`config.mk`:
```
export PLATFORM = sky130hd
export DESIGN_NAME = screen_sequencer
export DESIGN_NICKNAME = d
export VERILOG_FILES = /design/src/rtl/snake_pkg.sv /design/src/rtl/screen_fill.sv /design/src/rtl/screen_sequencer.sv
export SDC_FILE = /design/constraint.sdc
export NUM_CORES = 1
export LEC_CHECK = 0
export CAP_MARGIN = 20
export CORE_MARGIN = 2
export CORE_UTILIZATION = 30
export DETAILED_ROUTE_END_ITERATION = 8
export SLEW_MARGIN = 20
export SYNTH_ARGS = -nofsm -noshare
export SYNTH_HDL_FRONTEND = slang
export SYNTH_SLANG_ARGS = --single-unit
```
`constraint.sdc`:
```
create_clock -name clk -period 3.65 [get_ports clk]
set_input_delay 0.5475 -clock clk [delete_from_list [all_inputs] [get_ports clk]]
set_output_delay 0.5475 -clock clk [all_outputs]
set_load 0.05 [all_outputs]
```
`src/rtl/snake_pkg.sv`:
```
// Shared types and constants for the screen sequencer and display_game.
package snake_pkg;

  typedef enum logic [2:0] {
    IDLE,
    CLEAR,
    START,
    PLAY,
    OVER_FILL,
    OVER_HOLD
  } seq_state_t;

  localparam int unsigned SCR_W_DEF = 160;
  localparam int unsigned SCR_H_DEF = 120;

  localparam int unsigned X_W   = 8;
  localparam int unsigned Y_W   = 7;
  localparam int unsigned COL_W = 3;
  localparam int unsigned CNT_W = 8;

  localparam logic [COL_W-1:0] COL_BLACK = 3'b000;
  localparam logic [COL_W-1:0] COL_RED   = 3'b100;

endpackage

```
`src/rtl/screen_fill.sv`:
```
// Column-major rectangle sweeper: fy runs fastest, fx advances on each fy wrap.
module screen_fill
  import snake_pkg::*;
#(
  parameter int unsigned W = SCR_W_DEF,
  parameter int unsigned H = SCR_H_DEF
) (
  input  logic             clk,
  input  logic             rst,
  input  logic             restart,
  input  logic             go,
  input  logic [COL_W-1:0] colour,
  output logic [X_W-1:0]   x,
  output logic [Y_W-1:0]   y,
  output logic [COL_W-1:0] pix_colour,
  output logic             plot,
  output logic             last
);

  localparam logic [X_W-1:0] X_LAST = X_W'(W - 1);
  localparam logic [Y_W-1:0] Y_LAST = Y_W'(H - 1);

  logic [X_W-1:0] fx;
  logic [Y_W-1:0] fy;

  // Sweep position; wraps to (0,0) after the final pixel so the next sweep starts clean.
  always_ff @(posedge clk) begin
    if (rst || restart) begin
      fx <= '0;
      fy <= '0;
    end else if (go) begin
      if (fy == Y_LAST) begin
        fy <= '0;
        fx <= last ? '0 : fx + X_W'(1);
      end else begin
        fy <= fy + Y_W'(1);
      end
    end
  end

  assign last       = (fx == X_LAST) && (fy == Y_LAST);
  assign x          = fx;
  assign y          = fy;
  assign pix_colour = colour;
  assign plot       = go;

endmodule

```
`src/rtl/screen_sequencer.sv`:
```
// Frame sequencer between display_game and the VGA adapter: clear, play, game-over fill/hold.
module screen_sequencer
  import snake_pkg::*;
#(
  parameter int unsigned      SCR_W     = SCR_W_DEF,
  parameter int unsigned      SCR_H     = SCR_H_DEF,
  parameter logic [COL_W-1:0] BG_COLOUR = COL_BLACK,
  parameter logic [COL_W-1:0] GO_COLOUR = COL_RED,
  parameter int unsigned      GO_HOLD   = 1024
) (
  input  logic             clk,
  input  logic             rst_n,
  input  logic             run,
  input  logic             game_done,
  input  logic [X_W-1:0]   game_x,
  input  logic [Y_W-1:0]   game_y,
  input  logic [COL_W-1:0] game_colour,
  input  logic             game_plot,
  output logic             game_start,
  output logic [X_W-1:0]   vga_x,
  output logic [Y_W-1:0]   vga_y,
  output logic [COL_W-1:0] vga_colour,
  output logic             vga_plot,
  output logic             busy,
  output logic [CNT_W-1:0] games_played
);

  localparam int unsigned          HOLD_W    = $clog2(GO_HOLD) + 1;
  localparam logic [HOLD_W-1:0]    HOLD_LAST = HOLD_W'(GO_HOLD - 1);

  seq_state_t        state;
  seq_state_t        state_next;
  logic [HOLD_W-1:0] hold;
  logic [HOLD_W-1:0] hold_next;
  logic [CNT_W-1:0]  games;
  logic [CNT_W-1:0]  games_next;

  logic              fill_restart;
  logic              fill_go;
  logic [COL_W-1:0]  fill_colour;
  logic [X_W-1:0]    fill_x;
  logic [Y_W-1:0]    fill_y;
  logic [COL_W-1:0]  fill_pix_colour;
  logic              fill_plot;
  logic              fill_last;

  screen_fill #(
    .W(SCR_W),
    .H(SCR_H)
  ) u_fill (
    .clk        (clk),
    .rst        (rst_n),
    .restart    (fill_restart),
    .go         (fill_go),
    .colour     (fill_colour),
    .x          (fill_x),
    .y          (fill_y),
    .pix_colour (fill_pix_colour),
    .plot       (fill_plot),
    .last       (fill_last)
  );

  // State, hold timer and game counter registers.
  always_ff @(posedge clk) begin
    if (rst_n) begin
      state <= IDLE;
      hold  <= '0;
      games <= '0;
    end else begin
      state <= state_next;
      hold  <= hold_next;
      games <= games_next;
    end
  end

  // Next-state logic and Moore outputs; only PLAY forwards the game's pixel stream.
  always_comb begin
    state_next   = state;
    hold_next    = hold;
    games_next   = games;
    fill_restart = 1'b0;
    fill_go      = 1'b0;
    fill_colour  = BG_COLOUR;
    game_start   = 1'b0;
    vga_x        = '0;
    vga_y        = '0;
    vga_colour   = BG_COLOUR;
    vga_plot     = 1'b0;

    case (state)
      IDLE: begin
        if (run) begin
          fill_restart = 1'b1;
          state_next   = CLEAR;
        end
      end
      CLEAR: begin
        fill_go    = 1'b1;
        vga_x      = fill_x;
        vga_y      = fill_y;
        vga_colour = fill_pix_colour;
        vga_plot   = fill_plot;
        if (fill_last) state_next = START;
      end
      START: begin
        game_start = 1'b1;
        state_next = PLAY;
      end
      PLAY: begin
        vga_x      = game_x;
        vga_y      = game_y;
        vga_colour = game_colour;
        vga_plot   = game_plot;
        if (game_done) begin
          games_next   = games + CNT_W'(1);
          fill_restart = 1'b1;
          state_next   = OVER_FILL;
        end
      end
      OVER_FILL: begin
        fill_go     = 1'b1;
        fill_colour = GO_COLOUR;
        vga_x       = fill_x;
        vga_y       = fill_y;
        vga_colour  = fill_pix_colour;
        vga_plot    = fill_plot;
        if (fill_last) begin
          hold_next  = '0;
          state_next = OVER_HOLD;
        end
      end
      OVER_HOLD: begin
        hold_next = hold + HOLD_W'(1);
        if (hold == HOLD_LAST) begin
          hold_next = '0;
          if (run) begin
            fill_restart = 1'b1;
            state_next   = CLEAR;
          end else begin
            state_next = IDLE;
          end
        end
      end
      default: state_next = IDLE;
    endcase
  end

  assign busy         = (state != IDLE);
  assign games_played = games;

endmodule

```
==> run summary, run 1 <==
Relative to the synthesized area, the layout overhead comes to 29.41%. The count of nets left with antenna violations once routing finished came out at 0. The net count reported at finish was 343. Number of global-route vias before repair: 1906. I/O pin total: 52.

The count of unresolved DRC violations after routing was 0; the port buffer count was 51. The floorplan has 31 rows. Entering global routing, the biggest net connects 20 pins. Mean area per synthesized cell: 8.087 um2. The tools report the sink of the worst hold path as hold[10]. The number of cells on the worst reg-to-reg path is 5. Overall routing resource usage: 14.35%. TritonCTS built the clock tree. Summed over all cells, the static leakage comes to 0.9530 nW. The most used flip-flop cell after synthesis is dfxtp_1. The number of gates resized after CTS is 0. In the layout the commonest cells are dfxtp_1 (37), clkdlybuf4s50_1 (35), nand2_1 (31). The sum of net half-perimeters after detailed placement is 4.085 mm.

The run finished with clean final reports. Initial antenna violation count: 0. Once the floorplan was initialized, standard cells occupied 30.65% of the core.

The endpoint kind of the worst setup timing path is an output port. Launch instance of the worst min-delay path: hold[10]. The number of flops mapped to enable cells by yosys is 0, and the data required time at the worst endpoint is 3.10 ns. The largest vdd supply drop is 0.0001798 V, and the number of hold-repair buffers added at the cts stage is 0. Counting every instance in the synthesized netlist gives 272. Setup repair after global routing left no endpoint under its margin. Across all hold checks on the routed design, the worst slack comes to 0.4589 ns.

The worst hold path was traced through 2 stages. For this run the aggregate overflow at the end of global routing stands at 0. For this design, the sink count on the clock tree is 37. Clock latency on the worst-skew pair: 0.29 ns. Highest clock frequency the design can meet: 311.4 MHz. The most common cell after layout, fill and taps aside is dfxtp_1. For flop-to-flop paths, the worst setup slack is 1.44 ns. The logs give 7176 um2 for the placeable core area and 2 for the largest buffer count on any clock path.

The largest individual stage delay along the critical path comes from the cell clkdlybuf4s50_1. The final hold violation count was 0; the synthesized net count was 299. The tree is rooted in a clkbuf_8.

For the antenna diode count, the log shows 0. Headroom to the max-slew limit came out at 47.06%. Of the cells placed in the final design, the portion with a size suffix greater than 1 is 9.148%. For the number of max-capacitance violations reported, the log shows 0. The largest stage delay on the critical path came out at 0.80 ns. The logs give 9.190 mm for the wire length of the first global-routing pass and 2182 for the total number of vias. Summed over all failing endpoints, the final setup total negative slack is 0 ns.

Setup violations remaining at the end of the flow were counted as 0. The worst setup path category was reg -> out. The highest net fanout along the worst path came out at 19. For the finished layout, the period the worst path requires is 3.211 ns.

The run gives 2 as the H-tree level count. The first routing iteration left 136 violations. Counting the fill cells in the layout gives 741. The number of iterations in the first detailed-routing pass is 4, and the clock edge transition at the registers on the reported setup and hold paths is 0.08 ns. The period utilization is 87.97%. Dividing the detail-routed via count by the number of cells gives 5.245.

Once the clock tree was built, the setup fixing pass inserted 0 buffers. STA classifies the critical path startpoint as a register. Measured along the x axis, the die boundary spans 89.63 um.

Traced cell by cell, the critical path runs through nand2_1, nor2_1, and2_1, clkdlybuf4s50_1. The run gives 5.658 mm as the detailed-route wire length. The tools report the summed instance area of the synthesized netlist as 2200 um2. In this run the worst hold path is classified as reg -> reg. The instance area at placement came out at 2730 um2. The number of max-slew violations in the final report is 0, and the total die area is 8033 um2. The area of all placed cells without fillers came out at 2846 um2.

The critical register-to-register path startpoint is state[0]. After synthesis the netlist holds a flip-flop and latch count of 37. After synthesis, the netlist uses 53 different library cells. In this run the critical register-to-register path is captured at state[0]. Across the routed clock network, the largest skew measured is 0.007624 ns.

The run gives 0.7932 as the global placement routability congestion. The async set or reset register ratio after synthesis is 0%, and the post-detailed-route wirelength per cell is 13.60 um. In this run the vertical extent of the chip is 89.63 um. The data arrival time of the worst path was 2.66 ns; the sequential cell area fraction in the yosys report was 33.67%. Yosys printed 0 warnings.

At the pin with the least slew margin, the transition time is 0.7941 ns. Buffers inserted during clock tree synthesis total 5. The ratio of total power to cell area was 348.6 nW/um2.
==> worst max-delay path: cells and delay by family, from the launching register on <==
family	cells	cell delay (ns)
simple gates	3	0.87
flops	1	0.71
buf+inv	1	0.80
==> metrics by stage <==
| step | std cells | utilization (%) | worst slack, ns | power [W] |
|---|---|---|---|---|
| after CTS | 416 | 39.67 | 0.4297 | 0.001005 |
| after global routing | 416 | 39.67 | 0.2515 | 0.001041 |
| final | 416 | 39.67 | 0.4391 | 0.0009922 |
| after detailed placement | 408 | 38.05 | 0.7574 | 0.0006346 |
| after floorplan | 272 | - | 1.462 | 0.0005713 |
| after global placement | 408 | 38.05 | 0.8129 | 0.0006327 |
==> Yosys cell counts (2+ instances only) <==
| library cell | instances | area share, % |
|---|---|---|
| inv_1 | 10 | 1.7 |
| o221ai_1 | 3 | 1.2 |
| nand3_1 | 15 | 3.4 |
| a221oi_1 | 2 | 0.80 |
| a311oi_1 | 2 | 0.80 |
| nand2b_1 | 2 | 0.57 |
| and3b_1 | 2 | 0.80 |
| xor2_1 | 5 | 2.0 |
| a41oi_1 | 2 | 0.80 |
| a22o_1 | 15 | 6.0 |
| a31oi_1 | 2 | 0.57 |
| and4_1 | 3 | 1.2 |
| or3_1 | 6 | 1.7 |
| ha_1 | 4 | 2.3 |
| nand4b_1 | 4 | 1.6 |
| buf_2 | 8 | 1.8 |
| nand3b_1 | 5 | 1.7 |
| nand2_1 | 31 | 5.3 |
| a21oi_1 | 17 | 3.9 |
| o211ai_1 | 4 | 1.4 |
| nor2b_1 | 4 | 1.1 |
| nor2_1 | 16 | 2.7 |
| xnor2_1 | 6 | 2.4 |
| and3_1 | 3 | 0.85 |
| nand4_1 | 12 | 3.4 |
| clkbuf_1 | 6 | 1.0 |
| and2_1 | 2 | 0.57 |
| a211oi_1 | 5 | 1.7 |
| dfxtp_1 | 37 | 34 |
| o21ai_0 | 11 | 2.5 |
| nor3_1 | 6 | 1.4 |
==> cell type report <==
class	instances	area [um2]	area share, %
clock inverter	1	30.03	1.055
timing repair buffer	54	493.0	17.32
multi-input combinational	208	1335	46.90
tap	99	123.9	4.352
sequential	37	740.7	26.02
inverter	10	37.54	1.319
clock buffer	7	86.33	3.033
==> sequential cells by signal, indices dropped and copies added (netlist names) <==
name and flops:
hold 11, state 3, u_fill.x 8, u_fill.y 7, games_played 8
==> layer usage <==
metal | up-vias | track usage [%] | wire length, um
met1 | 1031 | 21.17 | 2777
li1 | 1104 | - | -
met3 | 5 | 2.742 | 260
met4 | 0 | 3.664 | 48
met2 | 42 | 21.39 | 2572
met5 | - | 0 | 0
==> worst max path at each step <==
stage / slack [ns] / startpoint / cells past startpoint / to
floorplan: 1.46 / state[0] / 3 / game_start
global placement: 0.81 / state[0] / 4 / vga_colour[1]
detailed placement: 0.76 / state[0] / 4 / vga_colour[0]
CTS: 0.43 / state[0] / 4 / vga_colour[0]
global route: 0.25 / state[0] / 5 / vga_plot
finish: 0.44 / state[0] / 4 / vga_colour[0]
==> cell families after synthesis <==
family / share of synthesized area (%)
adders and majority gates: 2.275
AOI/OAI and AO/OA: 23.84
buffers and inverters: 5.631
xor gates and xnor gates: 4.380
DFF: 33.67
muxes: 0.9670
and+or+nand+nor: 29.24
==> report_power, final <==
part	switching (W)	internal, W	leakage (nW)	total [W]
logic	0.000115	0.0000758	0.596	0.000190
registers	0.0000241	0.000410	0.298	0.000434
clock network	0.000145	0.000223	0.0585	0.000368
total	0.000283	0.000709	0.953	0.000992
(Power assumes the default switching activity.)
==> run 2, diff against run 1 <==
--- a/config.mk
+++ b/config.mk
@@ -9,6 +9,7 @@
 export CORE_MARGIN = 2
 export CORE_UTILIZATION = 30
 export DETAILED_ROUTE_END_ITERATION = 8
+export MAX_ROUTING_LAYER = met4
 export SLEW_MARGIN = 20
 export SYNTH_ARGS = -nofsm -noshare
 export SYNTH_HDL_FRONTEND = slang
==> run summary, run 2 (synthesized netlist as in run 1, its figures left out) <==
Setup violations remaining at the end of the flow were counted as 0. The congestion estimate from routability-driven global placement came to 0.8044. The flow ran to the end, and the final reports show no timing, DRC or antenna violations.

The tool flagged a number of max-cap violations equal to 0. The clock period minus final worst setup slack is 3.194 ns. In the layout the commonest cells are dfxtp_1 (37), clkdlybuf4s50_1 (35), nand2_1 (31).

After global routing the overflow that remains totals 0. Counting cells, the worst reg-to-reg path comes to 5. The tools report the violation count after the first detailed-routing iteration as 143. The logs give 2 for the H-tree level count and 0.29 ns for the clock latency on the worst-skew pair. Global routing consumed, over all layers together, 14.82% of the routing resources.

The register with the most flip-flops in the layout has 11 of them. The most common cell after layout, fill and taps aside was dfxtp_1. The share of total power dissipated in the clock network is 37.1%.

The cell sitting at the root of the clock tree is a clkbuf_8. Summing all multi-input logic gate instances after layout gives 1335 um2. For this design the total switching power over the nets is 0.0002834 W. In this run the worst path has a maximum fanout of 19. The run gives 0 as the antenna diode count. Net switching is 28.56% of the power. The share of post-route cells with drive strength above 1 is 9.148%. The critical path is of the reg -> out type. The total area inside the core boundary comes to 7176 um2. 52 I/O pins were placed.

For the setup skew after layout, the log shows 0.008636 ns. For the total die area, the log shows 8033 um2. For this design the static power due to leakage is 0.9530 nW. Headroom to the max-slew limit came out at 47.96%.

The reg-to-reg setup timing slack was 1.44 ns; the number of setup buffers added after CTS was 0. The worst hold path terminates at hold[10]. The die outline height is 89.63 um, and the area of all placed cells without fillers is 2846 um2. The tools report the launch instance of the worst min-delay path as hold[10]. For the number of gates resized after CTS, the log shows 0.

The data arrival time of the worst path was 2.65 ns; the highest clock frequency the design can meet was 313.1 MHz. The sum of net half-perimeters after detailed placement is 4.085 mm, and the post-place setup slack is 0.7574 ns. Net count reported at finish: 343. For this run, the detailed router's first-pass iteration total came to 4. STA classifies the critical path endpoint as an output port. For the TritonCTS buffer count, the log shows 5.

Area growth from synthesis to layout: 29.41%. The clock net in this run drives a total of 37 sinks. The final hold violation count was 0; the largest net degree at the start of global routing was 20. The layout has 741 filler cells. hold holds more flip-flops than any other register. The worst register-to-register path ends at state[0]. Setup repair after global routing left no endpoint under its margin. In the final timing run, aggregate negative setup slack is 0 ns. For the pin with the worst max-slew slack, the measured transition is 0.7806 ns.

The combinational group share of total power is 19.1%, and the port buffer count is 51. Nature of the critical path startpoint: a register. Total power draw: 0.0009922 W. The initial core utilization is 30.65%, and the number of global-route vias before repair is 1907.

The first global-routing pass estimated 9.218 mm of wire. The post-detailed-route via-to-cell ratio works out to 5.212. Clock edge transition at the registers on the reported setup and hold paths: 0.08 ns. The largest vdd supply drop was 0.0001799 V; the minimum setup slack in the final design was 0.4560 ns.

In this run, flip-flops and latches consume 43.8% of the power. The longest clock path from root to sink contains 2 buffers. The logs give 0 for the remaining number of nets flagged by the antenna check after routing and 0 for the count of unresolved DRC violations after routing. Critical register-to-register path startpoint: state[0]. The die is 89.63 um wide. The combined flip-flop and latch cell area was 740.7 um2; the post-detailed-route wirelength per cell was 13.50 um.

The detailed-route wire length came out at 5.614 mm. Path type of the worst min-delay path: reg -> reg. The placed instances occupy a cell area of 2730 um2. The run gives 0 as the number of hold-repair buffers added at the cts stage. TritonCTS built the clock tree.

The tools report the initial antenna violation count as 0. For the worst setup path, the data required time is 3.10 ns. The number of stages on the worst hold path works out to 2. Dividing total power by cell area gives a power density of 348.6 nW/um2. The initialized floorplan defines 31 standard-cell rows. The number of max-slew violations in the final report came out at 0. For the total internal power, the log shows 0.0007089 W. The total number of vias was 2168; the period utilization was 87.51%.
run 2: cell counts in the layout (fill, tap and decap cells not counted):
Identical to the previous run, type by type.
run 2: area by class of cell:
cell class                 instances  area share, %
tap                               99          4.352
inverter                          10          1.319
sequential                        37          26.02
clock buffer                       7          3.033
timing repair buffer              54          17.32
clock inverter                     1          1.055
multi-input combinational        208          46.90
run 2: worst max path at each step:
stage / cells past startpoint / slack [ns] / to / from
after global routing: 5 / 0.25 / vga_plot / state[0]
final: 4 / 0.46 / vga_colour[0] / state[0]
after global placement: 4 / 0.81 / vga_colour[1] / state[0]
after floorplan: 3 / 1.46 / game_start / state[0]
after detailed placement: 4 / 0.76 / vga_colour[0] / state[0]
after CTS: 4 / 0.43 / vga_colour[0] / state[0]
run 2: metal layers:
metal / vias up / routed length, um / global-route usage [%]
met2: 42 / 2573 / 21.39
met3: 5 / 224 / 2.742
met1: 1017 / 2768 / 21.28
li1: 1104 / - / -
met4: 0 / 48 / 3.664
met5: - / 0 / -
run 2: worst max-delay path: stages (launching register included):
cell	delay (ns)
dfxtp_1	0.71
nand2_1	0.11
nor2_1	0.53
and2_1	0.22
clkdlybuf4s50_1	0.80
run 2: metrics by stage:
step	hold slack (ns)	cells	util, %
6_report	0.4594	416	39.67
5_1_grt	0.4868	416	39.67
4_1_cts	0.4587	416	39.67
3_5_place_dp	0.4470	408	38.05
3_3_place_gp	0.4334	408	38.05
2_1_floorplan	0.4201	272	-
run 2: power by group through the flow:
stage | clock network [W] | registers, W | logic, W
6_report | 0.000368 | 0.000434 | 0.000190
5_1_grt | 0.000396 | 0.000437 | 0.000208
4_1_cts | 0.000379 | 0.000434 | 0.000192
3_5_place_dp | 0 | 0.000443 | 0.000192
3_3_place_gp | 0 | 0.000442 | 0.000190
2_1_floorplan | 0 | 0.000423 | 0.000148
